$ cat config.mk
export PLATFORM = sky130hd
export DESIGN_NAME = killer_update_ctrl
export DESIGN_NICKNAME = d
export VERILOG_FILES = /design/src/rtl/killer_update_ctrl.sv
export SDC_FILE = /design/constraint.sdc
export NUM_CORES = 1
export LEC_CHECK = 0
export ABC_AREA = 1
export BUFFER_PORTS_ARGS = -buffer_cell sky130_fd_sc_hd__buf_2
export CELL_PAD_IN_SITES_DETAIL_PLACEMENT = 0
export CELL_PAD_IN_SITES_GLOBAL_PLACEMENT = 2
export CORE_ASPECT_RATIO = 1.2
export CORE_MARGIN = 4
export CORE_UTILIZATION = 41
export CTS_BUF_LIST = sky130_fd_sc_hd__clkbuf_8
export DETAILED_ROUTE_END_ITERATION = 10
export PLACE_DENSITY = 0.91
export SETUP_SLACK_MARGIN = 0.4
export SLEW_MARGIN = 20
export SYNTH_ARGS = -nofsm -noshare
export SYNTH_HDL_FRONTEND = slang
export SYNTH_SLANG_ARGS = --single-unit
export TNS_END_PERCENT = 50
$ cat constraint.sdc
create_clock -name clk -period 7.2 [get_ports clk]
set_input_delay 0.36 -clock clk [delete_from_list [all_inputs] [get_ports clk]]
set_output_delay 0.36 -clock clk [all_outputs]
set_load 0.01 [all_outputs]
$ cat src/rtl/killer_update_ctrl.sv
// rtl/killer_update_ctrl.sv - killer-move update sequencer with request queue and clear handling
`ifndef BOARD_WIDTH
`define BOARD_WIDTH 64
`endif

module killer_update_ctrl #(
   parameter int MAX_DEPTH_LOG2  = 0,
   parameter int SETUP_CYCLES    = 3,
   parameter int PULSE_CYCLES    = 2,
   parameter int GAP_CYCLES      = 1,
   parameter int FIFO_DEPTH_LOG2 = 2,
   // ply width falls back to one bit while the depth parameter is left at its unset default
   localparam int PLY_W = (MAX_DEPTH_LOG2 > 0) ? MAX_DEPTH_LOG2 : 1
) (
   input  logic                    clk,
   input  logic                    reset,
   input  logic                    req_valid,
   output logic                    req_ready,
   input  logic [PLY_W-1:0]        req_ply,
   input  logic [`BOARD_WIDTH-1:0] req_board,
   input  logic                    clear_req,
   output logic [PLY_W-1:0]        killer_ply,
   output logic [`BOARD_WIDTH-1:0] killer_board,
   output logic                    killer_update,
   output logic                    killer_clear,
   output logic                    busy,
   output logic [7:0]              drop_count
);

   localparam int BW      = `BOARD_WIDTH;
   localparam int ENTRY_W = PLY_W + BW;
   localparam int DEPTH   = 1 << FIFO_DEPTH_LOG2;
   localparam int PTR_W   = (FIFO_DEPTH_LOG2 > 0) ? FIFO_DEPTH_LOG2 : 1;
   localparam int CNT_W   = FIFO_DEPTH_LOG2 + 1;
   localparam int MAX_T   = (SETUP_CYCLES > PULSE_CYCLES) ?
                            ((SETUP_CYCLES > GAP_CYCLES) ? SETUP_CYCLES : GAP_CYCLES) :
                            ((PULSE_CYCLES > GAP_CYCLES) ? PULSE_CYCLES : GAP_CYCLES);
   localparam int TMR_W   = $clog2(MAX_T + 1);
   localparam int SUM_W   = CNT_W + 9;

   typedef enum logic [2:0] {
      S_IDLE,
      S_SETUP,
      S_PULSE,
      S_GAP,
      S_CLR_PULSE,
      S_CLR_GAP
   } state_t;

   state_t             state, state_n;
   logic [TMR_W-1:0]   tmr, tmr_n;
   logic               clr_pending;
   logic               ready_en;
   logic               push, pop, load, abort, clr_enter;
   logic               full;

   logic [ENTRY_W-1:0] mem [DEPTH];
   logic [PTR_W-1:0]   rd_ptr, wr_ptr, wr_addr;
   logic [CNT_W-1:0]   fifo_count;
   logic [PLY_W-1:0]   head_ply;
   logic [BW-1:0]      head_board;
   logic [SUM_W-1:0]   drop_sum;

   assign full      = (fifo_count == CNT_W'(DEPTH));
   assign req_ready = ready_en && !full;
   assign push      = req_valid && req_ready;
   // a clear empties the queue, so a request arriving with it lands in slot 0
   assign wr_addr   = clear_req ? '0 : wr_ptr;
   assign {head_ply, head_board} = mem[rd_ptr];
   assign busy      = (state != S_IDLE) || (fifo_count != '0) || clr_pending;
   // entries flushed by the clear plus the request aborted out of SETUP
   assign drop_sum  = SUM_W'(drop_count) + SUM_W'(fifo_count) + SUM_W'(abort);

   // request acceptance opens on the first edge after reset release
   always_ff @(posedge clk or negedge reset) begin
      if (!reset) ready_en <= 1'b0;
      else        ready_en <= 1'b1;
   end

   // queue storage; contents are don't-care while the pointers say empty
   always_ff @(posedge clk) begin
      if (push) mem[wr_addr] <= {req_ply, req_board};
   end

   // queue pointers and occupancy, with flush on clear keeping any same-cycle push
   always_ff @(posedge clk or negedge reset) begin
      if (!reset) begin
         rd_ptr     <= '0;
         wr_ptr     <= '0;
         fifo_count <= '0;
      end else if (clear_req) begin
         rd_ptr     <= '0;
         wr_ptr     <= push ? PTR_W'(1) : '0;
         fifo_count <= push ? CNT_W'(1) : '0;
      end else begin
         if (push) wr_ptr <= wr_ptr + PTR_W'(1);
         if (pop)  rd_ptr <= rd_ptr + PTR_W'(1);
         fifo_count <= fifo_count + CNT_W'(push) - CNT_W'(pop);
      end
   end

   // next-state, shared timer and queue-pop decisions
   always_comb begin
      state_n   = state;
      tmr_n     = tmr;
      pop       = 1'b0;
      load      = 1'b0;
      abort     = 1'b0;
      clr_enter = 1'b0;
      case (state)
         S_IDLE: begin
            if (clr_pending || clear_req) begin
               state_n   = S_CLR_PULSE;
               tmr_n     = TMR_W'(PULSE_CYCLES - 1);
               clr_enter = 1'b1;
            end else if (fifo_count != '0) begin
               pop     = 1'b1;
               load    = 1'b1;
               state_n = S_SETUP;
               tmr_n   = TMR_W'(SETUP_CYCLES - 1);
            end
         end
         S_SETUP: begin
            if (clear_req) begin
               state_n = S_IDLE;
               abort   = 1'b1;
            end else if (tmr == '0) begin
               state_n = S_PULSE;
               tmr_n   = TMR_W'(PULSE_CYCLES - 1);
            end else begin
               tmr_n = tmr - TMR_W'(1);
            end
         end
         S_PULSE: begin
            if (tmr == '0) begin
               state_n = S_GAP;
               tmr_n   = TMR_W'(GAP_CYCLES - 1);
            end else begin
               tmr_n = tmr - TMR_W'(1);
            end
         end
         S_GAP: begin
            if (tmr == '0) state_n = S_IDLE;
            else           tmr_n   = tmr - TMR_W'(1);
         end
         S_CLR_PULSE: begin
            if (tmr == '0) begin
               state_n = S_CLR_GAP;
               tmr_n   = TMR_W'(GAP_CYCLES - 1);
            end else begin
               tmr_n = tmr - TMR_W'(1);
            end
         end
         S_CLR_GAP: begin
            if (tmr == '0) state_n = S_IDLE;
            else           tmr_n   = tmr - TMR_W'(1);
         end
         default: state_n = S_IDLE;
      endcase
   end

   // state, timer and pulse outputs registered from the next state
   always_ff @(posedge clk or negedge reset) begin
      if (!reset) begin
         state         <= S_IDLE;
         tmr           <= '0;
         killer_update <= 1'b0;
         killer_clear  <= 1'b0;
      end else begin
         state         <= state_n;
         tmr           <= tmr_n;
         killer_update <= (state_n == S_PULSE);
         killer_clear  <= (state_n == S_CLR_PULSE);
      end
   end

   // sticky clear request, consumed when the clear pulse starts
   always_ff @(posedge clk or negedge reset) begin
      if (!reset)         clr_pending <= 1'b0;
      else if (clr_enter) clr_pending <= 1'b0;
      else if (clear_req) clr_pending <= 1'b1;
   end

   // ply/board held from load until the next load
   always_ff @(posedge clk or negedge reset) begin
      if (!reset) begin
         killer_ply   <= '0;
         killer_board <= '0;
      end else if (load) begin
         killer_ply   <= head_ply;
         killer_board <= head_board;
      end
   end

   // saturating tally of requests thrown away by clears
   always_ff @(posedge clk or negedge reset) begin
      if (!reset)         drop_count <= 8'd0;
      else if (clear_req) drop_count <= (drop_sum > SUM_W'(255)) ? 8'd255 : drop_sum[7:0];
   end

endmodule

# Word level (Yosys, flattened, before mapping)
# Memories as Yosys holds them, arrays and structs flattened. A register that Yosys moved wholly into a read port is not among the register bits.
# Index checks and enable logic that the tools add are counted.
# Widths: inputs -> output; s select.
# totals
input_bits	69
mem_bits_rw	260
word_cells	83
memories	1
latchBits	0
out_inout_bits	77
reg_bits	24
rom_bits	0
# memory_table
memory	depth	word_bits	read_ports	rd_clocked_by_memory_dff	wr	line_no	source
mem	4	65	1	1	1	57	logic [ENTRY_W-1:0] mem [DEPTH];
# op_classes
div	0
n_lt_le_gt_ge	1
n_eq_ne	11
add_sub_neg	7
bitwise	0
shift	0
n_reduce_logical	18
n_mux	35
mul	0
# op_table
op	count
$mux 3	8
$mux 2	11
$pmux 3 s5	1
$mux 1	13
$eq 3x3->1 const B	4
$add 9x1->10	1
$gt 10x8->1 const B	1
$add 8x3->9	1
$eq 3x2->1 const B	3
$mux 8	1
$pmux 2 s4	1
$reduce_bool 2->1	3
$reduce_bool 3->1	2
$add 2x1->2 const B	2
$ne 2x2->1 const B	2
$reduce_and 4->1	1
$reduce_bool 4->1	1
$reduce_or 2->1	2
$add 3x1->3	1
$eq 3x1->1 const B	1
$logic_not 3->1	1
$logic_or 1x1->1	3
$ne 3x3->1 const B	1
$sub 3x1->3	1
4 further kinds	6

# Logic depth before layout (Yosys ltp)
# Gate-level depths: netlist (run 1).
# depth
depth_word	7
depth_mapped	12
depth_no_buf	12

# Least setup slack after synthesis (run 1)
# No wires, ideal clock.
# synth_timing
kind	flip-flop to flip-flop
start	register fifo_count[1]
end	memory mem[1][0] (netlist bit), enable pin
required_ns	6.632
path_stages_with_launch	5
n_path_buf	0
period_less_slack_ns	5.809
setup_ns	0.568
setup_slack_ns	1.391
arrival_time_ns	5.241
cell_sequence	dfrtp_1 inv_1 nand3_1 nand3_1 nor3_1
# synth_via
elab_chain_cells	6
# synth_lines
item	line_no	source
start, declared	59	logic [CNT_W-1:0] fifo_count;
start signal, assigned	94	fifo_count <= push ? CNT_W'(1) : '0;
start signal, assigned	98	fifo_count <= fifo_count + CNT_W'(push) - CNT_W'(pop);
$eq 3x3->1	64	assign full = (fifo_count == CNT_W'(DEPTH));
$logic_not 1->1	65	assign req_ready = ready_en && !full;
$logic_and 1x1->1	65	
$logic_and 1x1->1	66	assign push = req_valid && req_ready;
$mux 1	82	if (push) mem[wr_addr] <= {req_ply, req_board};
$mux 1 (implied by the code)	82	
end, declared	57	
# Every way passes these cells.

# Worst setup path after layout (run 1)
# layout_timing
start	register fifo_count[1]
end	register fifo_count[2]
# layout_via
elab_chain_cells	7
elab_cells_between_ends	11
classes_between	add/sub (2); eq/ne (1); mux (4); reduce/logical (4)
# layout_lines
item	line_no	source
$eq 3x3->1	64	
$logic_not 1->1	65	
$logic_and 1x1->1	65	
$logic_and 1x1->1	66	
$add 3x1->3	98	
$sub 3x1->3 *	98	
$mux 3 *	91	end else if (clear_req) begin
# Every way passes the cells marked *; elsewhere a longest branch is shown, timed or not.
# A chain may end at the register's enable or synchronous reset.

==> out/results.md, run 1 <==
- **number of antenna violations at the first check in global routing** 0
- **flip-flop and latch count after synthesis** 349
- **Endpoint, Worst Hold** mem[1][13]$_DFFE_PP_
- **DIE HEIGHT** 208 microns
- **Bufs on Longest Clock Path** 3
- **RSZ-0062 raised after global routing** false
- **H-tree levels** 2
- **number of diodes added for antenna fixing** 0
- **sequential power share** 0.497
- **final std cell area, no fill** 16400 sq um
- **number of setup violations in the final report** 0
- **cell breakdown of the critical path** inv_1, nand3_1, nand3_4, inv_2, ha_1, inv_1, ha_1, fa_1, o21ai_0, a21oi_1
- **Setup Buffers After CTS** 0
- **sort of element at the start of the critical path** register
- **number of antenna-violating nets in the routed design** 0
- **CP peak stage delay** 0.73 ns
- **most area-consuming cells after synthesis** sky130_fd_sc_hd__edfxtp_1, sky130_fd_sc_hd__dfrtp_1, sky130_fd_sc_hd__nand2_1
- **result of the run** complete, no violations
- **total gr overflow** 0
- **number of ports placed on the die boundary** 146
- **power density cells** 326 nW/um^2
- **reg-to-reg setup timing slack** 4.35 ns
- **path type of the worst setup path** register to register
- **DIE AREA** 36200 sq um
- **global-route wire length before repair** 47800 microns
- **Min-Delay Path Class** input pin to register
- **flip-flop cell with the highest count after synthesis** sky130_fd_sc_hd__edfxtp_1
- **Internal** 3.69 mW
- **Leak Pwr** 6.73 nW
- **fraction of layout cells with a size suffix above 1** 0.165
- **initial drt markers** 460
- **clock sink count** 349
- **residual DRC count** 0
- **area of the core** 32500 sq um
- **synthesized netlist net count** 1237
- **Synth Area per Inst** 11.8 sq um
- **clock tree from TritonCTS** built
- **hold violation count in the final report** 0
- **detailed-route via count** 8918
- **number of cells in the finished layout apart from fillers** 1863
- **most used standard cells in the synthesized netlist** sky130_fd_sc_hd__edfxtp_1, sky130_fd_sc_hd__nand2_1, sky130_fd_sc_hd__nor2_1
- **average wire per standard cell** 15.9 microns
- **post-synth top area share** 0.573
- **final critical delay including setup and external delays** 2.85 ns
- **number of distinct library cell variants in the gate-level netlist after synthesis** 29
- **destination of the worst register-to-register timing path** fifo_count[2]$_DFF_PN0_
- **RD Place Congestion** 0.737
- **instance count of the mapped netlist** 1158
- **async set or reset register ratio after synthesis** 0.255
- **Hold Crit Depth** 1
- **kind of end point of the critical path** register
- **via count normalized by instance count** 4.79
- **Reg-to-Reg Start** fifo_count[1]$_DFF_PN0_
- **portion of total power attributed to combinational logic** 0.221
- **cell count after placement** 1703
- **FP Rows** 72
- **Arrival @ worst endpoint** 3.32 ns
- **switch share** 0.308
- **Hold Path Origin** req_board[13]
- **Pins Over Slew Limit** 0
- **cell chosen for the clock root** sky130_fd_sc_hd__clkbuf_8
- **Setup TNS Final** 0 ns
- **largest net degree at the start of global routing** 81
- **PortBufs** 145
- **post-synthesis cell area** 13600 sq um
- **instance area at placement** 14700 sq um
- **Setup WS pre-CTS** 4.25 ns
- **Detail Placement HPWL** 17000 microns
- **Worst path slowest cell** sky130_fd_sc_hd__nand3_4
- **largest area contributor in the netlist** sky130_fd_sc_hd__edfxtp_1
- **sequential cell area fraction in the yosys report** 0.736
- **TritonCTS buffer count** 53
- **Post-layout nets** 1454
- **Overall Global Routing Usage** 0.163
- **width of the chip** 174 microns
- **largest fanout on the critical path** 71
- **highest ir drop seen on vdd** 0.000167 V
- **headroom to the max-slew limit** 0.366
- **total of warnings raised by yosys** 0
- **Post-Route WL** 29600 microns
- **Maximum Capacitance Violations** 0
- **Worst-Skew Late Latency** 0.60 ns
- **most common cell in the netlist** sky130_fd_sc_hd__edfxtp_1
- **share of the clock period used by the worst path** 0.395
- **Clock transition at path regs** 0.06 ns
- **actual transition at the worst max-transition pin** 0.951 ns
- **Pre-antenna DRT Iters** 4
- **relative contribution of the clock network to total power** 0.282
- **initial standard-cell utilization of the core** 0.419
- **setup ws final** 4.35 ns
- **number of enable flip-flop cells after synthesis** 260
- **area delta synth->final** 20.0%
- **power spent charging and discharging nets** 1.64 mW
- **required time reported for the critical path endpoint** 7.68 ns
- **worst-case reg-to-reg path depth** 10
- **Setup Skew** 0.0519 ns
- **number of global-route vias before repair** 9029
- **FMAX** 0.351 GHz
## registers in the layout, summed over array words and instances, names as in the netlist
name / cells
drop_count: 8
rd_ptr: 2
killer_clear: 1
ready_en: 1
clr_pending: 1
killer_board: 64
tmr: 2
mem: 260
wr_ptr: 2
state: 3
killer_update: 1
fifo_count: 3
killer_ply: 1
## power by group through the flow
stage	Sequential (mW)	Clock (mW)	Combinational, mW
after floorplan	2.75	0	0.665
after global placement	2.69	0	1.16
after detailed placement	2.69	0	1.18
after CTS	2.65	1.55	1.21
after global routing	2.68	1.65	1.36
final	2.65	1.51	1.18
## layer usage
layer / vias to the layer above / GRT usage / part of all wire / wire, microns
met3: 44 / 0.0302 / 0.044 / 1300
met2: 170 / 0.289 / 0.51 / 15200
met4: 0 / 0.0453 / 0.018 / 521
met5: - / 0 / 0 / 0
met1: 4309 / 0.205 / 0.43 / 12600
li1: 4395 / - / - / -
## metrics by stage
stage / hold WS (ns) / power (mW) / util
detailed placement: 0.443 / 3.87 / 0.453
global placement: 0.429 / 3.84 / 0.453
finish: 0.0303 / 5.33 / 0.503
CTS: 0.00181 / 5.42 / 0.503
floorplan: 0.0644 / 3.41 / -
global route: 0.00392 / 5.69 / 0.503
## worst max-delay path, delay by kind of cell (launching register included)
family	cells	cell delay, ns
AOI/OAI and AO/OA	2	0.24
adders and majority gates	3	0.86
buffers and inverters	3	0.29
DFF	1	0.41
and+or+nand+nor	2	0.92
## cell usage in the layout (no fill, tap or decap), drive strengths merged, types with 2 or more instances in the layout
cell type / n
nand4: 4
inv: 67
nand3b: 4
o21ai: 206
nor3: 5
nor2: 212
a21oi: 3
edfxtp: 260
xnor2: 2
clkbuf: 58
clkinv: 8
dlygate4sd3: 61
dfrtp: 89
ha: 7
buf: 158
nand2: 244
nand3: 19
fa: 3
## timing repair
action / 4_1_cts / 5_1_grt
hold buffers: 61 / 0
endpoints found under the hold margin: 278 / 0
gates resized for setup: 0 / 0
## kinds of logic after synthesis
kind of cell | Yosys count | share of synthesized area
buf+inv | 93 | 0.0318
flops | 349 | 0.736
other cells | 1 | 0.000275
xor+xnor | 3 | 0.00193
compound gates | 212 | 0.0783
simple gates | 490 | 0.140
fa+ha+maj | 10 | 0.0108
## layout make-up
type,count,area (sq um)
Fill cell,2931,16200
Sequential cell,349,10000
Multi-Input combinational cell,716,3180
Timing Repair Buffer,219,1440
Clock buffer,58,798
Tap cell,444,556
Clock inverter,41,204
Inverter,36,138
## worst max-delay path by stage
| stage | depth (start not counted) | from | endpoint |
|---|---|---|---|
| after floorplan | 4 | fifo_count[1]$_DFF_PN0_ | mem[1][0]$_DFFE_PP_ |
| after global placement | 10 | clear_req | fifo_count[2]$_DFF_PN0_ |
| after detailed placement | 10 | clear_req | fifo_count[2]$_DFF_PN0_ |
| after CTS | 10 | fifo_count[1]$_DFF_PN0_ | fifo_count[2]$_DFF_PN0_ |
| after global routing | 11 | state[1]$_DFF_PN0_ | fifo_count[2]$_DFF_PN0_ |
| final | 10 | fifo_count[1]$_DFF_PN0_ | fifo_count[2]$_DFF_PN0_ |
(Power assumes the default switching activity.)
==> run 2: changes to the inputs <==
--- a/config.mk
+++ b/config.mk
@@ -11,10 +11,10 @@
 export CELL_PAD_IN_SITES_GLOBAL_PLACEMENT = 2
 export CORE_ASPECT_RATIO = 1.2
 export CORE_MARGIN = 4
-export CORE_UTILIZATION = 41
+export CORE_UTILIZATION = 37
 export CTS_BUF_LIST = sky130_fd_sc_hd__clkbuf_8
 export DETAILED_ROUTE_END_ITERATION = 10
-export PLACE_DENSITY = 0.91
+export PLACE_DENSITY = 0.87
 export SETUP_SLACK_MARGIN = 0.4
 export SLEW_MARGIN = 20
 export SYNTH_ARGS = -nofsm -noshare
==> constraint.sdc (replaced) <==
create_clock -name clk -period 2.3 [get_ports clk]
set_input_delay 0.115 -clock clk [delete_from_list [all_inputs] [get_ports clk]]
set_output_delay 0.115 -clock clk [all_outputs]
set_load 0.01 [all_outputs]
==> run 2 against run 1 <==
Compared with the run above: sequential power grew to 3.1 times the previous value; count of clock-buffer cells in the layout grew 7; combinational power grew to 3.7 times the previous value; non-clock buffer count grew 44; sequential cell count is the same; register-to-register slack got worse by 4.2 ns; clock power rose to 3.3 times the previous value; maximum frequency rose by 32%; cell area rose by 5.6%; sequential share of layout area down 3.2 points; highest routed layer is now met5; critical path type unchanged; die area is 10% higher.
==> out/results.md, run 2 (synthesized netlist as in run 1, its figures left out) <==
- **result of the run** complete, no violations
- **Pins Over Slew Limit** 0, unchanged
- **FMAX** 0.463 GHz, +32%
- **fraction of layout cells with a size suffix above 1** 0.211, +0.0460
- **number of fillers in the final layout** 3287, +12%
- **RD Place Congestion** 0.766, +4.0%
- **max reg flops** 260, unchanged
- **Maximum Capacitance Violations** 0, unchanged
- **width of the chip** 183 microns, +5.0%
- **actual transition at the worst max-transition pin** 0.583 ns, -0.368 ns
- **final critical delay including setup and external delays** 2.16 ns, -0.687 ns
- **number of setup violations in the final report** 0, unchanged
- **PortBufs** 145, unchanged
- **largest reg by FF count** mem
- **share of the clock period used by the worst path** 0.939, +0.543
- **initial standard-cell utilization of the core** 0.377, -0.0419
- **DIE AREA** 40000 sq um, +10%
- **launch point of the worst path** state[1]$_DFF_PN0_
- **path type of the worst setup path** register to register
- **H-tree levels** 2, unchanged
- **total gr overflow** 0, unchanged
- **largest fanout on the critical path** 6, -92%
- **FP Rows** 76, +5.6%
- **Detail Placement HPWL** 17600 microns, +3.7%
- **headroom to the max-slew limit** 0.612, +0.245
- **number of ports placed on the die boundary** 146, unchanged
- **initial drt markers** 495, +7.6%
- **Min-Delay Path Class** input pin to async pin
- **area of the core** 36100 sq um, +11%
- **Post-layout nets** 1500, +3.2%
- **area delta synth->final** 26.7%
- **Worst path top cell family by delay** simple AND/OR/NAND/NOR gates
- **kind of end point of the critical path** register
- **worst hold slack** 0.0820 ns, +0.0517 ns
- **Worst path slowest cell** sky130_fd_sc_hd__dfrtp_1
- **clock sink count** 349, unchanged
- **Clock transition at path regs** 0.07 ns, about the same
- **required time reported for the critical path endpoint** 2.81 ns, -4.87 ns
- **DIE HEIGHT** 218 microns, +5.1%
- **via count normalized by instance count** 4.76, -0.63%
- **Leak Pwr** 7.07 nW, +5.1%
- **Pre-antenna DRT Iters** 4, unchanged
- **hold violation count in the final report** 0, unchanged
- **cell chosen for the clock root** sky130_fd_sc_hd__clkbuf_8
- **average wire per standard cell** 16.3 microns, +2.4%
- **Setup Skew** 0.0171 ns, -0.0349 ns
- **highest ir drop seen on vdd** 0.000528 V, +220%
- **number of antenna violations at the first check in global routing** 2, +2
- **TritonCTS buffer count** 55, +3.8%
- **largest net degree at the start of global routing** 132, +63%
- **RSZ-0062 raised after global routing** true
- **cell breakdown of the critical path** nor2_2, nand3_2, fa_2, fa_2, inv_2, nand2_2, nand2_2, nand3b_1, nand3b_1, nand3_1
- **largest registers ranked by flip-flop count** mem: 260 flops, killer_board: 64 flops, drop_count: 8 flops
- **power density cells** 1020 nW/um^2, +210%
- **clock tree from TritonCTS** built
- **Reg-to-Reg Start** state[1]$_DFF_PN0_
- **Bufs on Longest Clock Path** 3, unchanged
- **detailed-route via count** 9200, +3.2%
- **commonest non-fill, non-tap cell in the layout** sky130_fd_sc_hd__edfxtp_1
- **commonest non-fill, non-tap cells in the layout** sky130_fd_sc_hd__edfxtp_1, sky130_fd_sc_hd__nand2_1, sky130_fd_sc_hd__nor2_1
- **residual DRC count** 0, unchanged
- **Worst-Skew Late Latency** 0.59 ns, about the same
- **Overall Global Routing Usage** 0.157, -0.00621
- **Buf+Inv Stages, Crit Path** 1, -2
- **number of global-route vias before repair** 9488, +5.1%
- **Post-Route WL** 31500 microns, +6.3%
- **CP peak stage delay** 0.40 ns, -0.33 ns
- **sort of element at the start of the critical path** register
- **number of antenna-violating nets in the routed design** 0, unchanged
- **core utilization of the finished layout** 0.478, -0.0250
- **Arrival @ worst endpoint** 2.67 ns, -0.65 ns
- **global-route wire length before repair** 50100 microns, +5.0%
==> run 2: cell types whose count changed in the layout (fill, tap and decap cells not counted), sizes merged <==
cell,before,now
buf,158,193
dlygate4sd3,61,68
clkbuf,58,67
diode,0,1
inv,67,56
clkinv,8,14
==> run 2: final timing paths <==
path / endpoint / depth (start not counted) / slack, ns
max in group asynchronous: killer_board[50]$_DFFE_PN0P_ / 3 / 1.63
worst max register to register: drop_count[3]$_DFFE_PN0P_ / 10 / 0.14
worst min-delay path: killer_board[37]$_DFFE_PN0P_ / 2 / 0.08
worst min register to register: killer_board[59]$_DFFE_PN0P_ / 2 / 0.47
min in group clk: mem[3][40]$_DFFE_PP_ / 2 / 0.28
worst max-delay path: drop_count[3]$_DFFE_PN0P_ / 10 / 0.14
==> run 2: per-layer routing <==
metal	vias to the layer above	track usage	routed length [microns]
met5	-	0	13
met4	2	0.0514	666
met3	59	0.0306	1340
met2	173	0.284	16600
met1	4467	0.187	12800
li1	4499	-	-
==> run 2: repair_timing <==
action,4_1_cts,5_1_grt
pin swaps,5,18
hold buffers,68,0
hold endpoints to repair,354,0
gates cloned,0,2
setup endpoints to repair,81,208
gates resized for setup,17,27
setup buffers,15,6
==> run 2: power breakdown <==
| part | switching, mW | internal (mW) | leakage, nW |
|---|---|---|---|
| logic | 2.55 | 1.78 | 2.96 |
| registers | 0.500 | 7.72 | 3.49 |
| clock network | 2.32 | 2.67 | 0.629 |
==> run 2: final cells by class <==
cell class	instances	area, sq um	area share
clock inverter	36	175	0.0101
timing repair buffer	263	2120	0.123
antenna	1	2.50	0.000145
sequential	349	10000	0.582
clock buffer	65	895	0.0518
tap	468	586	0.0339
multi-input combinational	716	3300	0.191
inverter	36	140	0.00812
==> run 2: stage by stage <==
stage | power (mW) | instances | TNS [ns] | worst slack, ns | area, sq um
after global routing | 18.8 | 1934 | 0 | 0.000923 | 17300
after global placement | 12.2 | 1741 | 0 | 0.0384 | 15100
final | 17.5 | 1934 | 0 | 0.141 | 17300
after CTS | 17.6 | 1925 | 0 | 0.126 | 17000
after detailed placement | 12.3 | 1741 | -0.190 | -0.0428 | 15100
after floorplan | 10.7 | 1158 | -113.99 | -0.470 | 13700
